==> src/rtl/mem_arbiter_if.sv <==
// Request/response and byte-RAM bundle shared by the IF and MEM paths of mem_arbiter.
// slave: the arbiter; master: the pipeline/RAM side that drives requests and RAM read data.
interface mem_arbiter_if #(
  parameter int unsigned ADDR_W = 17
);
  logic              if_req_i;
  logic [31:0]       if_addr_i;
  logic              if_abort_i;
  logic              if_done_o;
  logic [31:0]       if_data_o;

  logic              mem_req_i;
  logic              mem_we_i;
  logic [1:0]        mem_len_i;
  logic [31:0]       mem_addr_i;
  logic [31:0]       mem_wdata_i;
  logic              mem_done_o;
  logic [31:0]       mem_rdata_o;

  logic [7:0]        ram_din_i;
  logic [ADDR_W-1:0] ram_addr_o;
  logic [7:0]        ram_dout_o;
  logic              ram_wr_o;

  modport slave (
    input  if_req_i, if_addr_i, if_abort_i,
    output if_done_o, if_data_o,
    input  mem_req_i, mem_we_i, mem_len_i, mem_addr_i, mem_wdata_i,
    output mem_done_o, mem_rdata_o,
    input  ram_din_i,
    output ram_addr_o, ram_dout_o, ram_wr_o
  );

  modport master (
    output if_req_i, if_addr_i, if_abort_i,
    input  if_done_o, if_data_o,
    output mem_req_i, mem_we_i, mem_len_i, mem_addr_i, mem_wdata_i,
    input  mem_done_o, mem_rdata_o,
    output ram_din_i,
    input  ram_addr_o, ram_dout_o, ram_wr_o
  );
endinterface

==> src/rtl/mem_arbiter.sv <==
// Arbiter/sequencer for the byte-wide RAM port: one IF or MEM request at a time,
// split into 1/2/4 little-endian byte accesses, one done pulse per completed request.
module mem_arbiter #(
  parameter int unsigned ADDR_W = 17
) (
  input  logic         clk,
  input  logic         rst,
  mem_arbiter_if.slave bus
);
  localparam int unsigned CNT_W = 3;
  localparam int unsigned DW    = 32;

  typedef enum logic [1:0] {IDLE, READ, WRITE, DONE} state_t;

  state_t            state_q, state_d;
  logic              owner_mem_q, owner_mem_d;
  logic [ADDR_W-1:0] base_q, base_d;
  logic [CNT_W-1:0]  n_q, n_d;
  logic [CNT_W-1:0]  cnt_q, cnt_d;
  logic [DW-1:0]     wdata_q, wdata_d;
  logic [DW-1:0]     data_q, data_d;
  logic [ADDR_W-1:0] ram_addr_q, ram_addr_d;
  logic [7:0]        ram_dout_q, ram_dout_d;
  logic              wr_q, wr_d;
  logic              if_done_q, if_done_d;
  logic              mem_done_q, mem_done_d;
  logic [DW-1:0]     if_data_q, if_data_d;
  logic [DW-1:0]     mem_rdata_q, mem_rdata_d;

  logic [CNT_W-1:0]  cnt_nxt;
  logic [1:0]        cap_idx;
  logic              if_killed;
  logic              unused_addr_bits;

  assign cnt_nxt   = cnt_q + CNT_W'(1);
  // RAM data lags its address by one cycle, so the byte arriving now belongs to cnt-1.
  assign cap_idx   = 2'(cnt_q - CNT_W'(1));
  assign if_killed = bus.if_abort_i & ~owner_mem_q;
  assign unused_addr_bits = ^{bus.if_addr_i[DW-1:ADDR_W], bus.mem_addr_i[DW-1:ADDR_W]};

  // State and datapath registers.
  always_ff @(posedge clk) begin
    if (rst) begin
      state_q     <= IDLE;
      owner_mem_q <= 1'b0;
      base_q      <= '0;
      n_q         <= '0;
      cnt_q       <= '0;
      wdata_q     <= '0;
      data_q      <= '0;
      ram_addr_q  <= '0;
      ram_dout_q  <= '0;
      wr_q        <= 1'b0;
      if_done_q   <= 1'b0;
      mem_done_q  <= 1'b0;
      if_data_q   <= '0;
      mem_rdata_q <= '0;
    end else begin
      state_q     <= state_d;
      owner_mem_q <= owner_mem_d;
      base_q      <= base_d;
      n_q         <= n_d;
      cnt_q       <= cnt_d;
      wdata_q     <= wdata_d;
      data_q      <= data_d;
      ram_addr_q  <= ram_addr_d;
      ram_dout_q  <= ram_dout_d;
      wr_q        <= wr_d;
      if_done_q   <= if_done_d;
      mem_done_q  <= mem_done_d;
      if_data_q   <= if_data_d;
      mem_rdata_q <= mem_rdata_d;
    end
  end

  // Next-state and next-output logic.
  always_comb begin
    state_d     = state_q;
    owner_mem_d = owner_mem_q;
    base_d      = base_q;
    n_d         = n_q;
    cnt_d       = cnt_q;
    wdata_d     = wdata_q;
    data_d      = data_q;
    ram_addr_d  = ram_addr_q;
    ram_dout_d  = ram_dout_q;
    wr_d        = 1'b0;
    if_done_d   = 1'b0;
    mem_done_d  = 1'b0;
    if_data_d   = if_data_q;
    mem_rdata_d = mem_rdata_q;

    unique case (state_q)
      IDLE: begin
        // MEM wins ties: it carries the older instruction.
        if (bus.mem_req_i) begin
          owner_mem_d = 1'b1;
          base_d      = bus.mem_addr_i[ADDR_W-1:0];
          ram_addr_d  = bus.mem_addr_i[ADDR_W-1:0];
          n_d         = (bus.mem_len_i == 2'b00) ? CNT_W'(1) :
                        (bus.mem_len_i == 2'b01) ? CNT_W'(2) : CNT_W'(4);
          wdata_d     = bus.mem_wdata_i;
          cnt_d       = '0;
          data_d      = '0;
          if (bus.mem_we_i) begin
            state_d    = WRITE;
            wr_d       = 1'b1;
            ram_dout_d = bus.mem_wdata_i[7:0];
          end else begin
            state_d    = READ;
          end
        end else if (bus.if_req_i && !bus.if_abort_i) begin
          owner_mem_d = 1'b0;
          base_d      = bus.if_addr_i[ADDR_W-1:0];
          ram_addr_d  = bus.if_addr_i[ADDR_W-1:0];
          n_d         = CNT_W'(4);
          cnt_d       = '0;
          data_d      = '0;
          state_d     = READ;
        end
      end

      READ: begin
        if (if_killed) begin
          state_d = IDLE;
        end else begin
          if (cnt_q != '0) begin
            data_d[{cap_idx, 3'b000} +: 8] = bus.ram_din_i;
          end
          if (cnt_q == n_q) begin
            state_d = DONE;
            if (owner_mem_q) begin
              mem_done_d  = 1'b1;
              mem_rdata_d = data_d;
            end else begin
              if_done_d   = 1'b1;
              if_data_d   = data_d;
            end
          end else begin
            cnt_d      = cnt_nxt;
            ram_addr_d = base_q + ADDR_W'(cnt_nxt);
          end
        end
      end

      WRITE: begin
        if (cnt_q == CNT_W'(n_q - CNT_W'(1))) begin
          state_d    = DONE;
          mem_done_d = 1'b1;
        end else begin
          cnt_d      = cnt_nxt;
          wr_d       = 1'b1;
          ram_addr_d = base_q + ADDR_W'(cnt_nxt);
          ram_dout_d = wdata_q[{cnt_nxt[1:0], 3'b000} +: 8];
        end
      end

      DONE: begin
        state_d = IDLE;
      end

      default: begin
        state_d = IDLE;
      end
    endcase
  end

  // An abort during the IF done cycle suppresses the pulse; reset suppresses the in-flight write.
  assign bus.if_done_o   = if_done_q & ~bus.if_abort_i;
  assign bus.if_data_o   = if_data_q;
  assign bus.mem_done_o  = mem_done_q;
  assign bus.mem_rdata_o = mem_rdata_q;
  assign bus.ram_addr_o  = ram_addr_q;
  assign bus.ram_dout_o  = ram_dout_q;
  assign bus.ram_wr_o    = wr_q & ~rst;

endmodule

==> src/flat_wrapper.sv <==
// flat-port wrapper written by rule: the top's interface ports become plain ports
module mem_arbiter_flat 
#(
  parameter int unsigned ADDR_W = 17
)
  (clk, rst, bus_if_req_i, bus_if_addr_i, bus_if_abort_i, bus_if_done_o, bus_if_data_o, bus_mem_req_i, bus_mem_we_i, bus_mem_len_i, bus_mem_addr_i, bus_mem_wdata_i, bus_mem_done_o, bus_mem_rdata_o, bus_ram_din_i, bus_ram_addr_o, bus_ram_dout_o, bus_ram_wr_o);
  mem_arbiter_if #(.ADDR_W(ADDR_W)) bus_i ();
  input  logic clk;
  input  logic rst;
  input wire logic [$bits(bus_i.if_req_i)-1:0] bus_if_req_i;
  input wire logic [$bits(bus_i.if_addr_i)-1:0] bus_if_addr_i;
  input wire logic [$bits(bus_i.if_abort_i)-1:0] bus_if_abort_i;
  output wire logic [$bits(bus_i.if_done_o)-1:0] bus_if_done_o;
  output wire logic [$bits(bus_i.if_data_o)-1:0] bus_if_data_o;
  input wire logic [$bits(bus_i.mem_req_i)-1:0] bus_mem_req_i;
  input wire logic [$bits(bus_i.mem_we_i)-1:0] bus_mem_we_i;
  input wire logic [$bits(bus_i.mem_len_i)-1:0] bus_mem_len_i;
  input wire logic [$bits(bus_i.mem_addr_i)-1:0] bus_mem_addr_i;
  input wire logic [$bits(bus_i.mem_wdata_i)-1:0] bus_mem_wdata_i;
  output wire logic [$bits(bus_i.mem_done_o)-1:0] bus_mem_done_o;
  output wire logic [$bits(bus_i.mem_rdata_o)-1:0] bus_mem_rdata_o;
  input wire logic [$bits(bus_i.ram_din_i)-1:0] bus_ram_din_i;
  output wire logic [$bits(bus_i.ram_addr_o)-1:0] bus_ram_addr_o;
  output wire logic [$bits(bus_i.ram_dout_o)-1:0] bus_ram_dout_o;
  output wire logic [$bits(bus_i.ram_wr_o)-1:0] bus_ram_wr_o;
  assign bus_i.if_req_i = bus_if_req_i;
  assign bus_i.if_addr_i = bus_if_addr_i;
  assign bus_i.if_abort_i = bus_if_abort_i;
  assign bus_if_done_o = bus_i.if_done_o;
  assign bus_if_data_o = bus_i.if_data_o;
  assign bus_i.mem_req_i = bus_mem_req_i;
  assign bus_i.mem_we_i = bus_mem_we_i;
  assign bus_i.mem_len_i = bus_mem_len_i;
  assign bus_i.mem_addr_i = bus_mem_addr_i;
  assign bus_i.mem_wdata_i = bus_mem_wdata_i;
  assign bus_mem_done_o = bus_i.mem_done_o;
  assign bus_mem_rdata_o = bus_i.mem_rdata_o;
  assign bus_i.ram_din_i = bus_ram_din_i;
  assign bus_ram_addr_o = bus_i.ram_addr_o;
  assign bus_ram_dout_o = bus_i.ram_dout_o;
  assign bus_ram_wr_o = bus_i.ram_wr_o;
  mem_arbiter #(.ADDR_W(ADDR_W)) u_core (.clk(clk), .rst(rst), .bus(bus_i));
endmodule
==> config.mk <==
export PLATFORM = sky130hd
export DESIGN_NAME = mem_arbiter_flat
export DESIGN_NICKNAME = d
export VERILOG_FILES = /design/src/rtl/mem_arbiter_if.sv /design/src/rtl/mem_arbiter.sv /design/src/flat_wrapper.sv
export SDC_FILE = /design/constraint.sdc
export NUM_CORES = 1
export LEC_CHECK = 0
export CAP_MARGIN = 20
export CORE_MARGIN = 5
export CORE_UTILIZATION = 40
export CTS_CLUSTER_SIZE = 14
export DETAILED_ROUTE_END_ITERATION = 16
export GPL_ROUTABILITY_DRIVEN = 0
export PLACE_DENSITY = 0.7
export SYNTH_ARGS = -nofsm -noshare
export SYNTH_HDL_FRONTEND = slang
export SYNTH_SLANG_ARGS = --single-unit
==> constraint.sdc <==
create_clock -name clk -period 9.8 [get_ports clk]
set_input_delay 0.98 -clock clk [delete_from_list [all_inputs] [get_ports clk]]
set_output_delay 0.98 -clock clk [all_outputs]
set_load 0.05 [all_outputs]
==> reports/metrics.yaml, run 1 <==
critical_path:
  slowest_stage: "dfxtp_1"
  cp_max_fo: 20
  path_class: "register to register"
  end_kind: "register"
  timing.rr.start: "u_core.cnt_q[0]"
  critPathMaxStageDelay_ns: 0.96
  worstSetupStartpointType: "register"
  cpMostUsedCell: "inv_1"
  reg2reg_depth: 9
  r2r_end: "u_core.bus.ram_addr_o[14]"
  r2r_slack_ns: 5.72
  required_ns: 10.18
  crit_arrival_ns: 4.45
  path_cells: "inv_1, ha_1, inv_1, fa_1, nor2b_1, o2111ai_1, mux2i_1, a2111oi_0, a31o_2"
hold_path:
  hp-class: "register to register"
  holdCritStartpoint: "u_core.bus.ram_addr_o[8]"
  holdPathStages: 2
  holdPathEnd: "u_core.bus.ram_addr_o[8]"
power_and_ir_drop:
  ir_drop_v: 0.000138
  powerDensity_nw_per_um2: 263
  leakage_nw: 3.76
clock_tree:
  clock_latency_ns: 0.43
  cts_sinks: 182
  clock-root-buffer: "clkbuf_16"
  cts_resized: 0
  clock_path_buffers: 2
  numCtsBuffers: 17
  cts.htree.levels: 4
  cts_tree: "yes"
  clkTransAtPathRegs_ns: 0.07
  hold_buffers: 0
  cts_setup_buffers: 0
timing:
  slew_viol_final: 0
  period_share_pct: 41.6
  layout_min_cycle_time_ns: 4.08
  fmax_mhz: 245
  fin_skew_ns: 0.0141
  setup_viol: 0
  hold_viol_final: 0
  slew-limit-headroom_pct: 34.9
  rsz0062_at_grt: "no"
  tightest_slew_ns: 0.976
  tns_ns: 0
layout:
  drive_gt1_share_pct: 8.82
  final_core_util_pct: 52.6
  final_cell_mix: "dfxtp_1, clkdlybuf4s50_1, nor2_1"
  antenna_cells: 0
  area_growth_pct: 29.2
  nNetsFinal: 1169
  fillers: 1891
  final_common_cell: "dfxtp_1"
  seqCellArea_um2: 3640
  multi_input_area_um2: 4240
floorplan:
  start_util_pct: 40.8
  die_w_um: 154
  core_um2: 20400
  die_area_um2: 23700
  rows: 52
  die_h_um: 154
  ios: 204
logic_synthesis:
  ys_seq_area_share_pct: 43.9
  synth-async-reset-ratio_pct: 0
  avgSynthCellArea_um2: 9.05
  synth_cell_type_count: 53
  synth_flop_cell: "dfxtp_1"
  syn_nets: 1045
  synth_edf_count: 0
  ys_seq_elements: 182
  postSynthCellCount: 917
  synth_warnings: 0
  netlist_area_um2: 8300
outcome:
  status: "completed"
grt:
  grt_pass1_wl_mm: 35.2
  grt-ovfl-total: 0
  antenna_found_initial: 0
  first_global_vias: 6923
  grt_util_all_layers_pct: 18.0
  grt_max_degree: 116
routing:
  top_layer: "met4"
  vias: 7076
  wl_met3_mm: 1.17
  dr_wl_met2_mm: 9.85
  detail-route-antenna-nets: 0
  wl_met1_mm: 10.3
  drt_wl_total_mm: 21.6
  routedWlPerCell_um: 16.3
  drt_pass1_iterations: 5
  via_per_inst: 5.34
  drt_iter0_markers: 378
  drcViolationCount: 0
placement:
  dp_hpwl_mm: 14.4
  io_buffers: 173
job:
  max_cap_violations: 0
[through the flow]
step / instance area [um2] / cells / hold slack (ns) / setup WS [ns] / power, W
final: 10700 / 1324 / 0.453 / 5.72 / 0.00282
after global routing: 10700 / 1324 / 0.472 / 5.32 / 0.00299
after CTS: 10700 / 1322 / 0.454 / 5.61 / 0.00284
after detailed placement: 10100 / 1290 / 0.445 / 5.62 / 0.00213
after global placement: 10100 / 1290 / 0.439 / 5.62 / 0.00211
after floorplan: 8300 / 917 / 0.432 / 6.63 / 0.00181
[synth_stat cells (16+ instances only)]
cell type / instances / area [um2]
mux2i_1: 29 / 290
dfxtp_1: 182 / 3640
a21oi_1: 60 / 300
a211oi_1: 67 / 503
nor2_1: 128 / 480
a22o_1: 25 / 219
a22oi_1: 57 / 428
clkbuf_1: 51 / 191
buf_2: 16 / 80.1
a211oi_2: 17 / 213
nand2_1: 111 / 417
[kinds of logic after synthesis]
family,count (synthesis),synth area share [%]
buf+inv,93,5.22
mux,46,6.89
simple gates,300,15.9
compound gates,263,23.6
flops,182,43.9
fa+ha+maj,16,2.50
xor+xnor,17,1.99
[registers in the layout, summed over array words and instances (netlist names), 8 cells and up]
signal	count
u_core.bus.ram_addr_o	17
u_core.base_q	17
u_core.bus.mem_rdata_o	32
u_core.bus.if_data_o	32
u_core.bus.ram_dout_o	8
u_core.data_q	32
u_core.wdata_q	32
[layer usage]
layer,global-route usage [%],vias to the layer above
li1,-,3544
met1,24.8,3345
met2,27.8,168
met3,4.67,19
met4,5.17,0
met5,0,-
[area by class of cell]
type                    instances  share of cell area [%]
inverters                      15                   0.525
multi-input cells             642                    39.5
flip-flops and latches        182                    34.0
well taps                     270                    3.15
clock buffers                  17                    3.97
repair buffers                183                    17.1
clock inverters                15                    1.76
[power breakdown]
part	leakage [nW]	internal [W]	switching, W	total, W
Combinational	1.98	0.000421	0.000729	0.00115
Clock	0.292	0.000388	0.000321	0.000709
Sequential	1.48	0.000866	0.0000975	0.000964
[critical path, delay by kind of cell, from the launching register on]
kind | cells | cell delay [ns]
compound gates | 3 | 0.72
mux | 1 | 0.15
fa+ha+maj | 2 | 1.38
flops | 1 | 0.96
buf+inv | 2 | 0.41
simple gates | 1 | 0.42
[worst max path at each step]
stage                    start                         to  depth (start not counted)
6_report       u_core.cnt_q[0]  u_core.bus.ram_addr_o[14]                          9
5_1_grt        u_core.cnt_q[0]  u_core.bus.ram_addr_o[14]                          9
4_1_cts        u_core.cnt_q[0]  u_core.bus.ram_addr_o[14]                          9
3_5_place_dp   u_core.cnt_q[0]  u_core.bus.ram_addr_o[14]                          9
3_3_place_gp   u_core.cnt_q[0]  u_core.bus.ram_addr_o[14]                          9
2_1_floorplan  u_core.cnt_q[0]  u_core.bus.ram_addr_o[14]                         12
Power figures use the tool's default switching activity.
==> run 2, diff against run 1 <==
==> constraint.sdc (replaced) <==
create_clock -name clk -period 3.95 [get_ports clk]
set_input_delay 0.395 -clock clk [delete_from_list [all_inputs] [get_ports clk]]
set_output_delay 0.395 -clock clk [all_outputs]
set_load 0.05 [all_outputs]
==> run 2 against run 1 <==
Compared with the run above:
- total power up 140%
- combinational power rose to 2.5 times the previous value
- fmax up 40%
- non-clock buffer count up 4
- die area unchanged
- register-to-register slack worse by 4.7 ns
- sequential share of layout area up 0.18 points
- first-iteration DRC count up 19%
- worst hold slack better by 0.00078 ns
- critical path type unchanged
- highest routed layer unchanged
==> reports/metrics.yaml, run 2 (synthesis results as in run 1) <==
power_and_ir_drop:
  sequentialPowerShare_pct: 34.6
  swShare_pct: 40.8
  internal_power_w: 0.00405
  fin_total_pwr_w: 0.00684
  p_comb_share_pct: 42.3
  powerDensity_nw_per_um2: 641
  leakage_nw: 3.74
  netSwitchingPower_w: 0.00279
  ir_drop_v: 0.000289
  clock_power_share_pct: 23.2
floorplan:
  ios: 204
  die_w_um: 154
  die_h_um: 154
  die_area_um2: 23700
  core_um2: 20400
  start_util_pct: 40.8
  rows: 52
grt:
  grt_pass1_wl_mm: 35.2
  first_global_vias: 6698
  grt.busiest_layer: "met2"
  grt_util_all_layers_pct: 18.0
  grt_use_met2_pct: 27.8
  grt_max_degree: 92
  grtUsageMet3_pct: 4.61
  antenna_found_initial: 0
  grt-ovfl-total: 0
  grt_util_met1_pct: 25.2
clock_tree:
  numCtsBuffers: 17
  cts_sinks: 182
  cts_tree: "yes"
  cts.htree.levels: 4
  clock_latency_ns: 0.43
  cts_setup_buffers: 0
  cts_resized: 0
  clock_path_buffers: 2
  hold_buffers: 0
  clock-root-buffer: "clkbuf_16"
  clkTransAtPathRegs_ns: 0.07
critical_path:
  required_ns: 4.26
  cp_max_fo: 12
  r2r_slack_ns: 1.03
  worstSetupStartpointType: "register"
  timing.rr.start: "u_core.cnt_q[0]"
  r2r_end: "u_core.bus.ram_addr_o[15]"
  crit_arrival_ns: 3.23
  reg2reg_depth: 9
  path_class: "register to register"
  end_kind: "register"
timing:
  tns_ns: 0
  rsz0062_at_grt: "no"
  worst_slack_ns: 1.03
  setup_viol: 0
  layout_min_cycle_time_ns: 2.92
  fin_skew_ns: 0.0171
  fmax_mhz: 343
  tightest_slew_ns: 0.799
  period_share_pct: 73.9
  hold_viol_final: 0
  slew_viol_final: 0
  slew-limit-headroom_pct: 46.3
layout:
  drive_gt1_share_pct: 8.88
  final_cell_mix: "dfxtp_1, clkdlybuf4s50_1, nor2_1"
  antenna_cells: 0
  final_common_cell: "dfxtp_1"
  fin_cells: 1328
  nNetsFinal: 1173
  area_growth_pct: 28.5
job:
  max_cap_violations: 0
routing:
  routedWlPerCell_um: 16.5
  drt_iter0_markers: 448
  detail-route-antenna-nets: 0
  drt_pass1_iterations: 5
  via_per_inst: 5.30
  drcViolationCount: 0
  vias: 7035
  drt_wl_total_mm: 21.9
hold_path:
  holdPathStages: 2
  holdCritStartpoint: "u_core.data_q[30]"
  hp-class: "register to register"
  holdPathEnd: "u_core.data_q[30]"
placement:
  io_buffers: 173
  dpl_worst_slack_ns: 1.03
  place_inst: 1295
  dp_hpwl_mm: 14.7
outcome:
  status: "completed"
run 2: cell count changes in the layout (fill, tap and decap cells not counted), sizes merged:
cell and delta:
buf +4, bufinv -2, clkbuf +6, clkinvlp +1
inv -5
run 2: layout make-up:
cell class	instances	area (um2)
flip-flops and latches	182	3640
well taps	270	338
fillers	1880	9700
inverters	15	56.3
multi-input cells	642	4240
clock buffers	23	478
repair buffers	187	1840
clock inverters	9	70.1
run 2: per-stage QoR:
step	hold slack, ns	area (um2)	util, %
after floorplan	0.432	8300	-
after global placement	0.438	10100	49.6
after detailed placement	0.447	10100	49.6
after CTS	0.457	10700	52.3
after global routing	0.468	10700	52.4
final	0.453	10700	52.4
run 2: power groups by stage:
stage	combinational, W	clock (W)	sequential (W)
after floorplan	0.00155	0	0.00293
after global placement	0.00286	0	0.00239
after detailed placement	0.00288	0	0.00240
after CTS	0.00289	0.00162	0.00236
after global routing	0.00314	0.00169	0.00240
final	0.00289	0.00158	0.00236
run 2: worst max-delay path by stage:
stage	startpoint	to	slack, ns	cells past startpoint
2_1_floorplan	u_core.cnt_q[0]	u_core.bus.ram_addr_o[14]	0.78	12
3_3_place_gp	bus_if_abort_i	u_core.bus.ram_addr_o[10]	1.07	6
3_5_place_dp	bus_if_abort_i	u_core.bus.ram_addr_o[10]	1.03	6
4_1_cts	u_core.cnt_q[0]	u_core.bus.ram_addr_o[14]	1.07	9
5_1_grt	u_core.cnt_q[0]	u_core.bus.ram_addr_o[14]	0.80	9
6_report	u_core.cnt_q[0]	u_core.bus.ram_addr_o[15]	1.03	9
run 2: critical path, cell delays in order (launching register included):
cell and delay (ns):
dfxtp_1 0.48, buf_4 0.31, ha_1 0.19, xor2_1 0.27, ha_1 0.37, a21oi_1 0.16, a211o_1 0.41, or3_1 0.37
a21oi_1 0.16, o31ai_1 0.10
run 2: routing by layer:
metal	up-vias	routed length (um)
li1	3541	-
met1	3299	10400
met2	176	9770
met3	19	1360
met4	0	276
met5	-	0
==> run 3, diff against run 2 <==
--- a/config.mk
+++ b/config.mk
@@ -11,7 +11,7 @@
 export CTS_CLUSTER_SIZE = 14
 export DETAILED_ROUTE_END_ITERATION = 16
 export GPL_ROUTABILITY_DRIVEN = 0
-export PLACE_DENSITY = 0.7
+export PLACE_DENSITY = 0.73
 export SYNTH_ARGS = -nofsm -noshare
 export SYNTH_HDL_FRONTEND = slang
 export SYNTH_SLANG_ARGS = --single-unit
==> constraint.sdc (replaced) <==
create_clock -name clk -period 2.5 [get_ports clk]
set_input_delay 0.25 -clock clk [delete_from_list [all_inputs] [get_ports clk]]
set_output_delay 0.25 -clock clk [all_outputs]
set_load 0.05 [all_outputs]
==> run 3 against run 2 <==
Compared with the run above:
- count of clock-buffer cells in the layout shrank 2
- combinational power grew 63%
- cell count up 1.2%
- final area up 2.1%
- global-route usage fell by 0.43 points
- critical path depth unchanged
- highest routed layer unchanged
- via count grew 1.6%
- clock skew fell by 0.0057 ns
- utilization up 1.1 points
- sequential share of layout area fell by 0.70 points
- non-clock buffer count rose by 16
==> reports/metrics.yaml, run 3 (synthesis results as in run 1) <==
power_and_ir_drop:
  powerDensity_nw_per_um2: 1010
  clock_power_share_pct: 23.6
  fin_total_pwr_w: 0.0111
  swShare_pct: 40.3
  ir_drop_v: 0.000506
  p_comb_share_pct: 42.7
  leakage_nw: 3.85
  internal_power_w: 0.00659
  netSwitchingPower_w: 0.00446
  sequentialPowerShare_pct: 33.7
timing:
  setup_viol: 0
  period_share_pct: 92.8
  fmax_mhz: 431
  layout_min_cycle_time_ns: 2.32
  slew_viol_final: 0
  whs_ns: 0.118
  fin_skew_ns: 0.0114
  tns_ns: 0
  hold_viol_final: 0
  slew-limit-headroom_pct: 47.5
  tightest_slew_ns: 0.777
critical_path:
  path_buf_inv: 2
  required_ns: 2.87
  path_class: "register to register"
  path_cells: "inv_1, ha_4, inv_1, fa_2, nor2b_4, o2111ai_1, mux2i_1, a2111oi_0, a31o_2"
  cpMostUsedCell: "inv_1"
  cp_max_fo: 7
  end_kind: "register"
  critPathMaxStageDelay_ns: 0.41
  worstSetupStartpointType: "register"
  crit_arrival_ns: 2.69
  cpLargestDelayFamily: "adder cells"
  slowest_stage: "dfxtp_1"
layout:
  drive_gt1_share_pct: 11.0
  fin_cells: 1344
  antenna_cells: 0
  final_common_cell: "dfxtp_1"
  final_cell_mix: "dfxtp_1, clkdlybuf4s50_1, nor2_1"
  fillers: 1860
  nNetsFinal: 1189
  area_growth_pct: 31.2
grt:
  antenna_found_initial: 0
  grt_util_all_layers_pct: 17.6
  first_global_vias: 6794
  grt-ovfl-total: 0
  grt_pass1_wl_mm: 34.4
  grt_max_degree: 100
routing:
  top_layer: "met4"
  routedWlPerCell_um: 16.0
  detail-route-antenna-nets: 0
  drcViolationCount: 0
  wl_met1_mm: 9.64
  drt_pass1_iterations: 5
  dr_wl_met2_mm: 10.2
  drt_iter0_markers: 406
  via_per_inst: 5.32
  vias: 7147
  drt_wl_total_mm: 21.5
  wl_met3_mm: 1.36
placement:
  io_buffers: 173
  place_inst: 1312
  dp_hpwl_mm: 15.0
clock_tree:
  hold_buffers: 0
  cts_sinks: 182
  clock-root-buffer: "clkbuf_16"
  cts_tree: "yes"
  clock_path_buffers: 2
  numCtsBuffers: 17
  clkTransAtPathRegs_ns: 0.07
  cts.htree.levels: 4
  clock_latency_ns: 0.42
  cts_setup_buffers: 0
hold_path:
  hp-class: "primary input to register"
outcome:
  status: "completed"
floorplan:
  die_w_um: 154
  rows: 52
  ios: 204
  die_area_um2: 23700
  die_h_um: 154
  start_util_pct: 40.8
  core_um2: 20400
job:
  max_cap_violations: 0
[run 3: cell count changes in the layout (fill, tap and decap cells not counted), sizes merged]
cell,before,now
clkinv,4,3
buf,15,32
clkdlybuf4s50,172,171
clkinvlp,4,2
inv,16,20
clkbuf,23,21
bufinv,0,1
[run 3: metal layers]
layer / global-route usage (%) / vias up
li1: - / 3587
met1: 22.6 / 3351
met2: 29.0 / 188
met3: 5.09 / 21
met4: 4.58 / 0
met5: 0 / -
[run 3: area by class of cell]
class                           instances  area (um2)  area share (%)
Inverter                               15        56.3           0.517
Timing Repair Buffer                  203        1990            18.3
Tap cell                              270         338            3.10
Clock inverter                         11         116            1.07
Sequential cell                       182        3640            33.5
Multi-Input combinational cell        642        4290            39.4
Clock buffer                           21         450            4.14
[run 3: through the flow]
step	util, %	worst slack (ns)	instance area, um2
final	53.5	0.180	10900
after global routing	53.5	-0.00275	10900
after CTS	53.3	0.0932	10900
after detailed placement	50.5	-0.0551	10300
after global placement	50.5	0.0165	10300
after floorplan	-	0.0145	8350
[run 3: repair_timing]
action	4_1_cts	5_1_grt
pin swaps	0	0
setup endpoints to repair	4	19
gates resized for setup	1	4
[run 3: power groups by stage]
stage / clock [W] / combinational, W / sequential [W]
final: 0.00261 / 0.00472 / 0.00372
after global routing: 0.00281 / 0.00513 / 0.00379
after CTS: 0.00267 / 0.00473 / 0.00373
after detailed placement: 0 / 0.00470 / 0.00379
after global placement: 0 / 0.00466 / 0.00378
after floorplan: 0 / 0.00252 / 0.00463
[run 3: path summary, 6_finish.rpt]
kind,endpoint,slack [ns],start,cells past startpoint
max,u_core.bus.ram_addr_o[14],0.18,u_core.cnt_q[1],9
min,u_core.state_q[0],0.12,rst,2
max reg2reg,u_core.bus.ram_addr_o[14],0.18,u_core.cnt_q[1],9
min reg2reg,u_core.wdata_q[14],0.45,u_core.wdata_q[14],2
[run 3: worst reg2reg max path, delay by kind of cell (launching register included)]
kind / cells / cell delay [ns]
buffers and inverters: 2 / 0.18
adder cells (fa/ha/maj): 2 / 0.67
AND/OR/NAND/NOR: 1 / 0.21
multiplexers: 1 / 0.15
flip-flops: 1 / 0.41
AO/OA/AOI/OAI: 3 / 0.66
